$ cat config.mk
export PLATFORM = sky130hd
export DESIGN_NAME = mod_cmd_decoder_flat
export DESIGN_NICKNAME = d
export VERILOG_FILES = /design/src/rtl/mod_cmd_decoder_if.sv /design/src/rtl/mod_cmd_decoder.sv /design/src/flat_wrapper.sv
export SDC_FILE = /design/constraint.sdc
export NUM_CORES = 1
export LEC_CHECK = 0
export BUFFER_PORTS_ARGS = -buffer_cell sky130_fd_sc_hd__buf_2
export CORE_UTILIZATION = 50
export CTS_CLUSTER_SIZE = 10
export DETAILED_ROUTE_END_ITERATION = 7
export GPL_ROUTABILITY_DRIVEN = 0
export GPL_TIMING_DRIVEN = 0
export PLACE_DENSITY = 0.71
export SLEW_MARGIN = 20
export SYNTH_ARGS = -nofsm -noshare
export SYNTH_HDL_FRONTEND = slang
export SYNTH_SLANG_ARGS = --single-unit
$ cat constraint.sdc
create_clock -name clk -period 6.1 [get_ports clk]
set_input_delay 0.61 -clock clk [delete_from_list [all_inputs] [get_ports clk]]
set_output_delay 0.61 -clock clk [all_outputs]
set_load 0.02 [all_outputs]
$ cat src/rtl/mod_cmd_decoder_if.sv
// Host byte link plus modulation-stage control outputs of the command decoder.
// The slave modport is the decoder side; master is the host/modulator side.
interface mod_cmd_decoder_if;
    logic [7:0]  rx_data;
    logic        rx_valid;
    logic        rx_ready;
    logic [15:0] mod_half_period;
    logic        mod_set;
    logic        mod_enable;
    logic        cmd_err;
    logic        busy;

    modport slave (
        input  rx_data, rx_valid,
        output rx_ready, mod_half_period, mod_set, mod_enable, cmd_err, busy
    );

    modport master (
        output rx_data, rx_valid,
        input  rx_ready, mod_half_period, mod_set, mod_enable, cmd_err, busy
    );
endinterface

$ cat src/rtl/mod_cmd_decoder.sv
// Byte-stream command decoder: SET_PERIOD / SET_ENABLE / DISABLE packets
// drive the modulation stage; stalled packets are aborted after a timeout.
module mod_cmd_decoder #(
    parameter int TIMEOUT_CYCLES = 500000
) (
    input  logic             clk,
    input  logic             rst,
    mod_cmd_decoder_if.slave bus
);
    localparam int CW = $clog2(TIMEOUT_CYCLES + 1);
    localparam logic [CW-1:0] TMO_LAST = CW'(TIMEOUT_CYCLES - 1);
    localparam logic [CW-1:0] TMO_MAX  = CW'(TIMEOUT_CYCLES);

    typedef enum logic [2:0] {
        IDLE       = 3'd0,
        PERIOD_HI  = 3'd1,
        PERIOD_LO  = 3'd2,
        ENABLE_ARG = 3'd3,
        ISSUE      = 3'd4
    } state_t;

    state_t        state, state_nxt;
    logic [CW-1:0] tmo_cnt, tmo_cnt_nxt;
    logic [7:0]    hi_byte, hi_byte_nxt;
    logic [15:0]   half_period, half_period_nxt;
    logic          enable, enable_nxt;
    logic          err_strobe, err_strobe_nxt;
    logic          set_strobe, set_strobe_nxt;
    logic          busy_flag, busy_flag_nxt;
    logic          ready, ready_nxt;
    logic          accept;
    logic          expire;
    logic          bad_opcode;

    function automatic logic is_waiting(input state_t s);
        return (s == PERIOD_HI) || (s == PERIOD_LO) || (s == ENABLE_ARG);
    endfunction

    assign accept     = bus.rx_valid && ready;
    // An accepted byte on the expiry edge wins, so expiry requires no accept.
    assign expire     = is_waiting(state) && !accept && (tmo_cnt >= TMO_LAST);
    assign bad_opcode = (state == IDLE) && accept &&
                        (bus.rx_data != 8'hA0) && (bus.rx_data != 8'hA1) &&
                        (bus.rx_data != 8'hA2);

    // State register.
    always_ff @(posedge clk or posedge rst) begin
        if (rst) begin
            state <= IDLE;
        end else begin
            state <= state_nxt;
        end
    end

    // Next-state decode.
    always_comb begin
        state_nxt = state;
        case (state)
            IDLE: begin
                if (accept) begin
                    case (bus.rx_data)
                        8'hA0:   state_nxt = PERIOD_HI;
                        8'hA1:   state_nxt = ENABLE_ARG;
                        default: state_nxt = IDLE;
                    endcase
                end else begin
                    state_nxt = IDLE;
                end
            end
            PERIOD_HI: begin
                if (accept)      state_nxt = PERIOD_LO;
                else if (expire) state_nxt = IDLE;
                else             state_nxt = PERIOD_HI;
            end
            PERIOD_LO: begin
                if (accept)      state_nxt = ISSUE;
                else if (expire) state_nxt = IDLE;
                else             state_nxt = PERIOD_LO;
            end
            ENABLE_ARG: begin
                if (accept || expire) state_nxt = IDLE;
                else                  state_nxt = ENABLE_ARG;
            end
            ISSUE:   state_nxt = IDLE;
            default: state_nxt = IDLE;
        endcase
    end

    // Output and datapath next values, registered below.
    always_comb begin
        hi_byte_nxt     = hi_byte;
        half_period_nxt = half_period;
        enable_nxt      = enable;
        if (accept) begin
            case (state)
                IDLE: begin
                    if (bus.rx_data == 8'hA2) enable_nxt = 1'b0;
                    else                      enable_nxt = enable;
                end
                PERIOD_HI:  hi_byte_nxt     = bus.rx_data;
                PERIOD_LO:  half_period_nxt = {hi_byte, bus.rx_data};
                ENABLE_ARG: enable_nxt      = bus.rx_data[0];
                default:    hi_byte_nxt     = hi_byte;
            endcase
        end else begin
            hi_byte_nxt = hi_byte;
        end

        if (!is_waiting(state_nxt) || accept || (state_nxt != state)) begin
            tmo_cnt_nxt = {CW{1'b0}};
        end else if (tmo_cnt == TMO_MAX) begin
            tmo_cnt_nxt = tmo_cnt;
        end else begin
            tmo_cnt_nxt = tmo_cnt + CW'(1);
        end

        err_strobe_nxt = bad_opcode || expire;
        set_strobe_nxt = (state_nxt == ISSUE);
        busy_flag_nxt  = (state_nxt != IDLE);
        ready_nxt      = (state_nxt != ISSUE);
    end

    // Datapath and output registers.
    always_ff @(posedge clk or posedge rst) begin
        if (rst) begin
            tmo_cnt     <= {CW{1'b0}};
            hi_byte     <= 8'h00;
            half_period <= 16'h0000;
            enable      <= 1'b0;
            err_strobe  <= 1'b0;
            set_strobe  <= 1'b0;
            busy_flag   <= 1'b0;
            ready       <= 1'b0;
        end else begin
            tmo_cnt     <= tmo_cnt_nxt;
            hi_byte     <= hi_byte_nxt;
            half_period <= half_period_nxt;
            enable      <= enable_nxt;
            err_strobe  <= err_strobe_nxt;
            set_strobe  <= set_strobe_nxt;
            busy_flag   <= busy_flag_nxt;
            ready       <= ready_nxt;
        end
    end

    assign bus.rx_ready        = ready;
    assign bus.mod_half_period = half_period;
    assign bus.mod_set         = set_strobe;
    assign bus.mod_enable      = enable;
    assign bus.cmd_err         = err_strobe;
    assign bus.busy            = busy_flag;
endmodule

$ cat src/flat_wrapper.sv
// flat-port wrapper written by rule: the top's interface ports become plain ports
module mod_cmd_decoder_flat 
#(
    parameter int TIMEOUT_CYCLES = 500000
)
  (clk, rst, bus_rx_data, bus_rx_valid, bus_rx_ready, bus_mod_half_period, bus_mod_set, bus_mod_enable, bus_cmd_err, bus_busy);
  mod_cmd_decoder_if bus_i ();
  input  logic clk;
  input  logic rst;
  input wire logic [$bits(bus_i.rx_data)-1:0] bus_rx_data;
  input wire logic [$bits(bus_i.rx_valid)-1:0] bus_rx_valid;
  output wire logic [$bits(bus_i.rx_ready)-1:0] bus_rx_ready;
  output wire logic [$bits(bus_i.mod_half_period)-1:0] bus_mod_half_period;
  output wire logic [$bits(bus_i.mod_set)-1:0] bus_mod_set;
  output wire logic [$bits(bus_i.mod_enable)-1:0] bus_mod_enable;
  output wire logic [$bits(bus_i.cmd_err)-1:0] bus_cmd_err;
  output wire logic [$bits(bus_i.busy)-1:0] bus_busy;
  assign bus_i.rx_data = bus_rx_data;
  assign bus_i.rx_valid = bus_rx_valid;
  assign bus_rx_ready = bus_i.rx_ready;
  assign bus_mod_half_period = bus_i.mod_half_period;
  assign bus_mod_set = bus_i.mod_set;
  assign bus_mod_enable = bus_i.mod_enable;
  assign bus_cmd_err = bus_i.cmd_err;
  assign bus_busy = bus_i.busy;
  mod_cmd_decoder #(.TIMEOUT_CYCLES(TIMEOUT_CYCLES)) u_core (.clk(clk), .rst(rst), .bus(bus_i));
endmodule
* Word-level counts from Yosys, hierarchy flattened
Index checks and enable logic that the tools add are counted.
** Storage, ports and cells
- Word-level logic and storage cells :: 64
- Flip-flop bits (word level) :: 51
** Operators by class
- Equal/unequal tests :: 18
- Multiplexer cells :: 12
- Magnitude comparators :: 1
- Reductions and logical operators :: 23
- Add/subtract/negate cells :: 1
** Operators by type and width (number)
- 19-bit two-way mux :: 2
- 8-bit equality test, second input constant :: 3
- 8-bit != test, second input constant :: 3
- 19-bit by 1-bit adder with 19-bit output, second input constant :: 1
- 19-bit equality test, second input constant :: 1
- 19-bit greater-or-equal comparator, second input constant :: 1
- 3-bit by 2-bit equality test with 1-bit output, second input constant :: 4
- 3-bit one-hot mux with 4 select lines :: 1
- 1-bit logical OR :: 8
- 1-bit logical AND :: 7
- 3-bit by 1-bit equality test with 1-bit output, second input constant :: 2
- 2-bit two-way mux :: 3
- 3-bit two-way mux :: 2
- 2-bit one-hot mux with 2 select lines :: 1
- 2-bit AND reduction :: 2
- 3-bit equality test, second input constant :: 1
- 3-bit logical NOT :: 1
- 3-bit != test :: 1
- 3-bit != test, second input constant :: 1
- 3-bit AND reduction :: 1
- 3-bit nonzero test :: 1
- 1-bit logical NOT :: 2
- 1-bit two-way mux :: 2
- 2-bit by 1-bit != test with 1-bit output, second input constant :: 1
- 3 further kinds :: 3

* Depth between registers and ports, before layout
Gate-level depths: netlist of the first run.
- Depth after elaboration :: 15
- Depth in mapped cells :: 7
- Gate-level depth less buffers :: 7

* Least setup slack after synthesis of the first run
No wires, ideal clock.
- Kind :: input -> register
- From :: in bus_rx_valid
- To :: reg u_core.half_period[0], in the netlist u_core.bus.mod_half_period[0]
- Arrival :: 2.067 ns
- Slack :: 3.908 ns
- Data required time :: 5.975 ns
- Library setup time :: 0.125 ns
- Stages on the path :: 4
- Cell sequence :: nand2_1 -> nor4b_2 -> buf_2 -> mux2_2
** On the way
- Cells in the longest elaborated chain, start to end :: 2
** RTL lines
- start, declared :: RTL line flat_wrapper.sv:11 : input wire logic [$bits(bus_i.rx_valid)-1:0] bus_rx_valid;
- 1-bit logical AND :: RTL line mod_cmd_decoder.sv:39 : assign accept = bus.rx_valid && ready;
- 2-bit AND reduction (no source line)
- end signal, assigned :: RTL line mod_cmd_decoder.sv:137 : half_period <= half_period_nxt;
- end, declared :: RTL line mod_cmd_decoder.sv:25 : logic [15:0] half_period, half_period_nxt;
Every way passes these cells.
A chain may end at the register's enable or synchronous reset.

* Worst setup path after layout of the first run
- From :: reg u_core.ready, in the netlist u_core.bus.rx_ready
- To :: reg u_core.half_period[4], in the netlist u_core.bus.mod_half_period[4]
** On the way
- Cells in the longest elaborated chain, start to end :: 2
** RTL lines
- start, declared :: RTL line mod_cmd_decoder.sv:30 : logic ready, ready_nxt;
- start signal, assigned :: RTL line mod_cmd_decoder.sv:142 : ready <= ready_nxt;
- 1-bit logical AND :: RTL line mod_cmd_decoder.sv:39
- 2-bit AND reduction (no source line)
Every way passes these cells.

==> reports/metrics.cfg, run 1 <==
[status]
outcome=complete, no violations

[layout]
n_antenna_cell=0
layout-drive-gt1-share=0.305
syn2layout_area_growth_pct=14.2
num-nets-final=252
fillers=376
finalNonFillerCells=291

[worst_setup_path]
crit_family=simple AND/OR/NAND/NOR gates
required_ns=6.29
critPathMaxFanout=10
worstSetupEndpointType=flip-flop
path_buf_inv=1
path_depth=4
rr_endpoint=u_core.bus.mod_half_period[4]$_DFFE_PP0P_
cp.arrival_ns=2.65
reg2reg_slack_ns=3.64
r2r_start=u_core.bus.rx_ready$_DFF_PP0_
startpoint_type=flip-flop
reg2reg_depth=4
cpMaxStageDelayCell=nor4b_2
crit_chain=nand2_1, nor4b_2, buf_2, mux2_2
cpPeakStageDelay_ns=0.95
critPathKind=reg -> reg

[routing]
wl_mm=4.32
wl_per_cell_um=14.8
drc=0
drt_first_pass_iters=4
ant_nets=0
drtIter0Drc=87
vias=1582
routed_via_density=5.44

[timing]
setup_tns_ns=0
maxSlewViolCount=0
worstMarginPinSlew_ns=1.10
holdWs_ns=0.316
fin_crit_ns=2.46
hold_viol=0
fin_crit_sh=0.403
fin_worst_skew_ns=0.00642
fmax_mhz=407
setup_viol=0
relSlewSlack=0.265
rsz0062_at_grt=no

[power]
power_leakage_nw=1.23
powerDensity_nw_per_um2=230
vdd_drop_max_v=0.000143

[die]
core_area_um2=4380
dieArea_um2=4880
initial_utilization=0.525
io-pin-count=32
fp.dieH_um=69.9
num_rows=24
die_w_um=69.9

[global_route]
grtUsageMet3=0.0476
grt_pass1_vias=1561
overflow=0
use_met2=0.309
met1_usage=0.269
antenna_found_initial=0
grt.busiest_layer=met2
grt_first_pass_wirelength_mm=7.42
grtUsageTotal=0.196
grt_start_max_net_pins=32

[clock_tree]
clkSlewWorstSetupHoldPaths_ns=0.09
h-tree-depth=2
cts.sinks=51
cts.hold.buffers_added=0
worstSkewPairLatency_ns=0.30
cts_root_buffer=clkbuf_8
cts_buffer_depth=2
cts_buffers=5
postCtsSetupBuffers=0
ctsResizeCount=0
cts_tree=done

[logic_synthesis]
yosysTopAreaCellShare=0.554
syn-num-nets=213
synthTopCellsByArea=dfrtp_1, mux2_2, nor2_1
synth_cells=200
synth_cell_types=37
yosys.area.top_type=dfrtp_1
syn-cell-area_um2=2300
avgSynthCellArea_um2=11.5
synth-seq-area-share=0.554
synth_seq_cells=51
synth_warnings=0

[placed_design]
dpl.hpwl_mm=3.13
dp_cells=284
port_buffers=31

[min_path]
hold_class=in -> async

[flow_run]
max_cap_viol_count=0

worst max-delay path by stage:
| stage | end | start | slack [ns] |
|---|---|---|---|
| global placement | u_core.bus.mod_half_period[2]$_DFFE_PP0P_ | bus_rx_valid | 3.35 |
| CTS | u_core.bus.mod_half_period[4]$_DFFE_PP0P_ | u_core.bus.rx_ready$_DFF_PP0_ | 3.65 |
| detailed placement | u_core.bus.mod_half_period[4]$_DFFE_PP0P_ | bus_rx_valid | 3.38 |
| floorplan | u_core.bus.mod_half_period[0]$_DFFE_PP0P_ | bus_rx_valid | 3.91 |
| global route | u_core.bus.mod_half_period[1]$_DFFE_PP0P_ | u_core.bus.rx_ready$_DFF_PP0_ | 3.51 |
| finish | u_core.bus.mod_half_period[4]$_DFFE_PP0P_ | u_core.bus.rx_ready$_DFF_PP0_ | 3.64 |
cells in the final DEF, fill, tap and decap left out, drive strengths merged, types with 2 or more instances in the layout:
| master | netlist | routed |
|---|---|---|
| a211oi | 3 | 3 |
| a21oi | 3 | 3 |
| a31oi | 2 | 2 |
| and3 | 3 | 3 |
| buf | 2 | 34 |
| clkbuf | 2 | 8 |
| dfrtp | 51 | 51 |
| ha | 2 | 2 |
| inv | 6 | 6 |
| mux2 | 24 | 24 |
| nand2 | 14 | 14 |
| nand3 | 10 | 10 |
| nand3b | 3 | 3 |
| nand4 | 5 | 5 |
| nor2 | 26 | 26 |
| nor3 | 5 | 5 |
| nor4b | 4 | 4 |
| o21ai | 6 | 6 |
| or3 | 4 | 4 |
| or4 | 2 | 2 |
| xnor2 | 5 | 5 |
| xor2 | 11 | 11 |
worst reg2reg max path: stages, from the launching register on:
cell and delay, ns:
dfrtp_1 0.41, nand2_1 0.22, nor4b_2 0.95, buf_2 0.40, mux2_2 0.37
synth_stat cells, drive strengths merged:
master    n
clkbuf    2
mux2i     1
a211oi    3
mux2     24
a31oi     2
and3      3
nor2     26
a21oi     3
nand3    10
o31ai     1
xnor2     5
dfrtp    51
nor3b     1
or3       4
or4       2
nor4b     4
a21boi    1
nor4      1
nand3b    3
buf       2
nand4     5
nor3      5
ha        2
o2bb2ai   1
o21ai     6
nand2    14
xor2     11
a41o      1
inv       6
layout make-up:
type / count / area, um2 / share of cell area
Clock buffer: 6 / 82.6 / 0.0314
Sequential cell: 51 / 1280 / 0.485
Buffer: 4 / 23.8 / 0.00904
Tap cell: 52 / 65.1 / 0.0247
Inverter: 6 / 22.5 / 0.00856
Clock inverter: 1 / 5.00 / 0.00190
Timing Repair Buffer: 32 / 175 / 0.0666
Multi-Input combinational cell: 139 / 980 / 0.373
sequential cells by signal, summed over array words and instances, names as in the netlist:
register	count
u_core.tmo_cnt	19
u_core.bus.mod_half_period	16
u_core.hi_byte	8
u_core.state	3
u_core.bus.busy	1
u_core.bus.cmd_err	1
u_core.bus.mod_enable	1
u_core.bus.mod_set	1
u_core.bus.rx_ready	1
per-stage QoR:
| step | total power [mW] | util | worst slack (ns) | instance area, um2 |
|---|---|---|---|---|
| 2_1_floorplan | 0.400 | - | 3.91 | 2300 |
| 3_3_place_gp | 0.418 | 0.575 | 3.35 | 2520 |
| 3_5_place_dp | 0.422 | 0.580 | 3.38 | 2540 |
| 4_1_cts | 0.614 | 0.600 | 3.65 | 2630 |
| 5_1_grt | 0.634 | 0.600 | 3.51 | 2630 |
| 6_report | 0.606 | 0.600 | 3.64 | 2630 |
cells by family (layout without fill, tap and decap cells):
group / Yosys count / count (layout) / share of synthesized area
AOI/OAI and AO/OA: 18 / 18 / 0.0511
adders and majority gates: 2 / 2 / 0.0109
buffers and inverters: 10 / 49 / 0.0201
xor gates and xnor gates: 16 / 16 / 0.0609
DFF: 51 / 51 / 0.554
muxes: 25 / 25 / 0.122
and+or+nand+nor: 78 / 78 / 0.181
report_power, final:
group | leakage (nW) | total [mW] | internal, mW | switching (mW)
clock network | 0.0470 | 0.191 | 0.0891 | 0.102
logic | 0.485 | 0.0548 | 0.0224 | 0.0324
registers | 0.698 | 0.359 | 0.353 | 0.00689
total | 1.23 | 0.606 | 0.464 | 0.142
layer usage:
layer  wire [um]  part of all wire
met2        2100              0.49
met3         135             0.031
met1        2030              0.47
met4          57             0.013
met5           0                 0
Power figures use the tool's default switching activity.
==> run 2: changes to the inputs <==
- clock period: 6.1 -> 2.4 ns (I/O delays scaled with it)
==> run 2 against run 1 <==
Effect of this change:
- routed wire length is 0.42% higher
- critical endpoint is now u_core.tmo_cnt[7]$_DFFE_PP0P_
- clock-buffer cell count stayed put
- non-clock buffer count is 1 higher
- die area stayed put
- core utilization is 0.43 points higher
- first-iteration DRC count is 17% lower
- largest cell class unchanged
- critical path type unchanged
- sequential share of layout area is 0.34 points lower
==> reports/metrics.cfg, run 2 (synthesis results as in run 1) <==
[status]
outcome=complete, no violations

[global_route]
overflow=0  ; unchanged
grtUsageTotal=0.196  ; unchanged
grt_pass1_vias=1567  ; +0.38%
grt_start_max_net_pins=32  ; unchanged
grt_first_pass_wirelength_mm=7.42  ; about the same
antenna_found_initial=0  ; unchanged

[layout]
syn2layout_area_growth_pct=15.1
n_antenna_cell=0  ; unchanged
mostFrequentLayoutCell=dfrtp_1
layout-drive-gt1-share=0.304  ; -0.00127
top_register=u_core.tmo_cnt
final_util=0.604  ; +0.00428
finalNonFillerCells=292  ; +0.34%
seq_area_um2=1280  ; unchanged
largest_reg_flops=19  ; unchanged
fillers=377  ; +0.27%
multiInputGateArea_um2=988  ; +0.89%
layout_common_cells=dfrtp_1, buf_2, nor2_1
num-nets-final=253  ; +0.40%

[power]
comb_power_share=0.092  ; about the same
vdd_drop_max_v=0.000363  ; +150%
pwr-share-seq=0.593  ; about the same
powerDensity_nw_per_um2=582  ; +150%
clkPwrFrac=0.316  ; about the same
power_leakage_nw=1.23  ; +0.37%
switching_share=0.234  ; +0.000244
power_switching_uw=361  ; +150%
power.internal_mw=1.18  ; +150%

[clock_tree]
cts_buffers=5  ; unchanged
cts.sinks=51  ; unchanged
postCtsSetupBuffers=0  ; unchanged
cts_buffer_depth=2  ; unchanged
worstSkewPairLatency_ns=0.30  ; about the same
clkSlewWorstSetupHoldPaths_ns=0.09  ; about the same
h-tree-depth=2  ; unchanged
cts_tree=done
cts_root_buffer=clkbuf_8

[placed_design]
dp_cells=284  ; unchanged
port_buffers=31  ; unchanged
dpl.hpwl_mm=3.13  ; unchanged

[die]
fp.dieH_um=69.9  ; unchanged
core_area_um2=4380  ; unchanged
die_w_um=69.9  ; unchanged
io-pin-count=32  ; unchanged
initial_utilization=0.525  ; unchanged
num_rows=24  ; unchanged
dieArea_um2=4880  ; unchanged

[min_path]
hold_class=in -> reg

[routing]
drt_first_pass_iters=4  ; unchanged
wl_mm=4.34  ; +0.42%
vias=1574  ; -0.51%
drc=0  ; unchanged
routed_via_density=5.39  ; -0.85%
ant_nets=0  ; unchanged
drtIter0Drc=72  ; -17%
wl_per_cell_um=14.8  ; about the same

[worst_setup_path]
critPathKind=reg -> reg
critPathMaxFanout=10  ; unchanged
required_ns=2.58  ; -3.71 ns
cp.arrival_ns=2.39  ; -0.26 ns
startpoint_type=flip-flop
worstSetupEndpointType=flip-flop

[timing]
maxSlewViolCount=0  ; unchanged
setup_viol=0  ; unchanged
hold_viol=0  ; unchanged
worstMarginPinSlew_ns=0.681  ; -0.418 ns
rsz0062_at_grt=no
fin_crit_sh=0.919  ; +0.516
relSlewSlack=0.544  ; +0.279
fin_crit_ns=2.21  ; -0.255 ns
fmax_mhz=454  ; +12%
fin_worst_skew_ns=0.00678  ; +0.000354 ns

[flow_run]
max_cap_viol_count=0  ; unchanged

==> run 2: per-stage QoR <==
step	TNS (ns)	worst slack [ns]	area [um2]	hold WS (ns)	total power [mW]
6_report	0	0.195	2650	0.197	1.54
5_1_grt	0	0.119	2650	0.198	1.61
4_1_cts	0	0.189	2650	0.193	1.56
3_5_place_dp	-0.205	-0.0315	2540	0.286	1.07
3_3_place_gp	-0.147	-0.0224	2520	0.483	1.06
2_1_floorplan	0	0.307	2300	0.391	1.02
==> run 2: worst paths after layout <==
path                                                            start                                    endpoint  slack, ns  cells after the start
setup reg to reg                       u_core.tmo_cnt[14]$_DFFE_PP0P_               u_core.tmo_cnt[7]$_DFFE_PP0P_       0.19                      6
min in group asynchronous                                         rst  u_core.bus.mod_half_period[14]$_DFFE_PP0P_       0.49                      3
hold reg to reg            u_core.bus.mod_half_period[13]$_DFFE_PP0P_  u_core.bus.mod_half_period[13]$_DFFE_PP0P_       0.50                      1
hold / removal                                         bus_rx_data[6]   u_core.bus.mod_half_period[6]$_DFFE_PP0P_       0.20                      2
max in group asynchronous                                         rst               u_core.bus.rx_ready$_DFF_PP0_       1.39                      4
setup / recovery                       u_core.tmo_cnt[14]$_DFFE_PP0P_               u_core.tmo_cnt[7]$_DFFE_PP0P_       0.19                      6
==> run 2: worst max-delay path, cell delays in order, from the launching register on <==
cell and delay (ns):
dfrtp_1 0.44, or3_1 0.39, or4_4 0.43, or3_4 0.43, nand3_4 0.17, buf_6 0.16, nor2_1 0.06
==> run 2: layout make-up <==
class,count,share of cell area
flip-flops and latches,51,0.482
multi-input cells,139,0.373
repair buffers,33,0.0699
clock buffers,6,0.0312
well taps,52,0.0246
plain buffers,4,0.00897
inverters,6,0.00850
clock inverters,1,0.00189
==> run 2: layer usage <==
layer / wire, um / up-vias / track usage
met5: 0 / - / 0
met3: 128 / 5 / 0.0476
met4: 57 / 0 / 0.0600
li1: - / 781 / -
met1: 2060 / 761 / 0.269
met2: 2090 / 27 / 0.309
==> run 2: repair_timing <==
| action | in CTS | in global routing |
|---|---|---|
| setup endpoints to repair | 8 | 0 |
| gates resized for setup | 1 | 0 |
| hold buffers | 1 | 0 |
| endpoints found under the hold margin | 20 | 0 |
==> run 2: power groups by stage <==
stage | clock network, mW | registers [mW] | logic, mW
after global placement | 0 | 0.929 | 0.135
after CTS | 0.504 | 0.914 | 0.144
after floorplan | 0 | 0.960 | 0.0556
final | 0.487 | 0.914 | 0.141
after detailed placement | 0 | 0.932 | 0.142
after global routing | 0.538 | 0.919 | 0.155
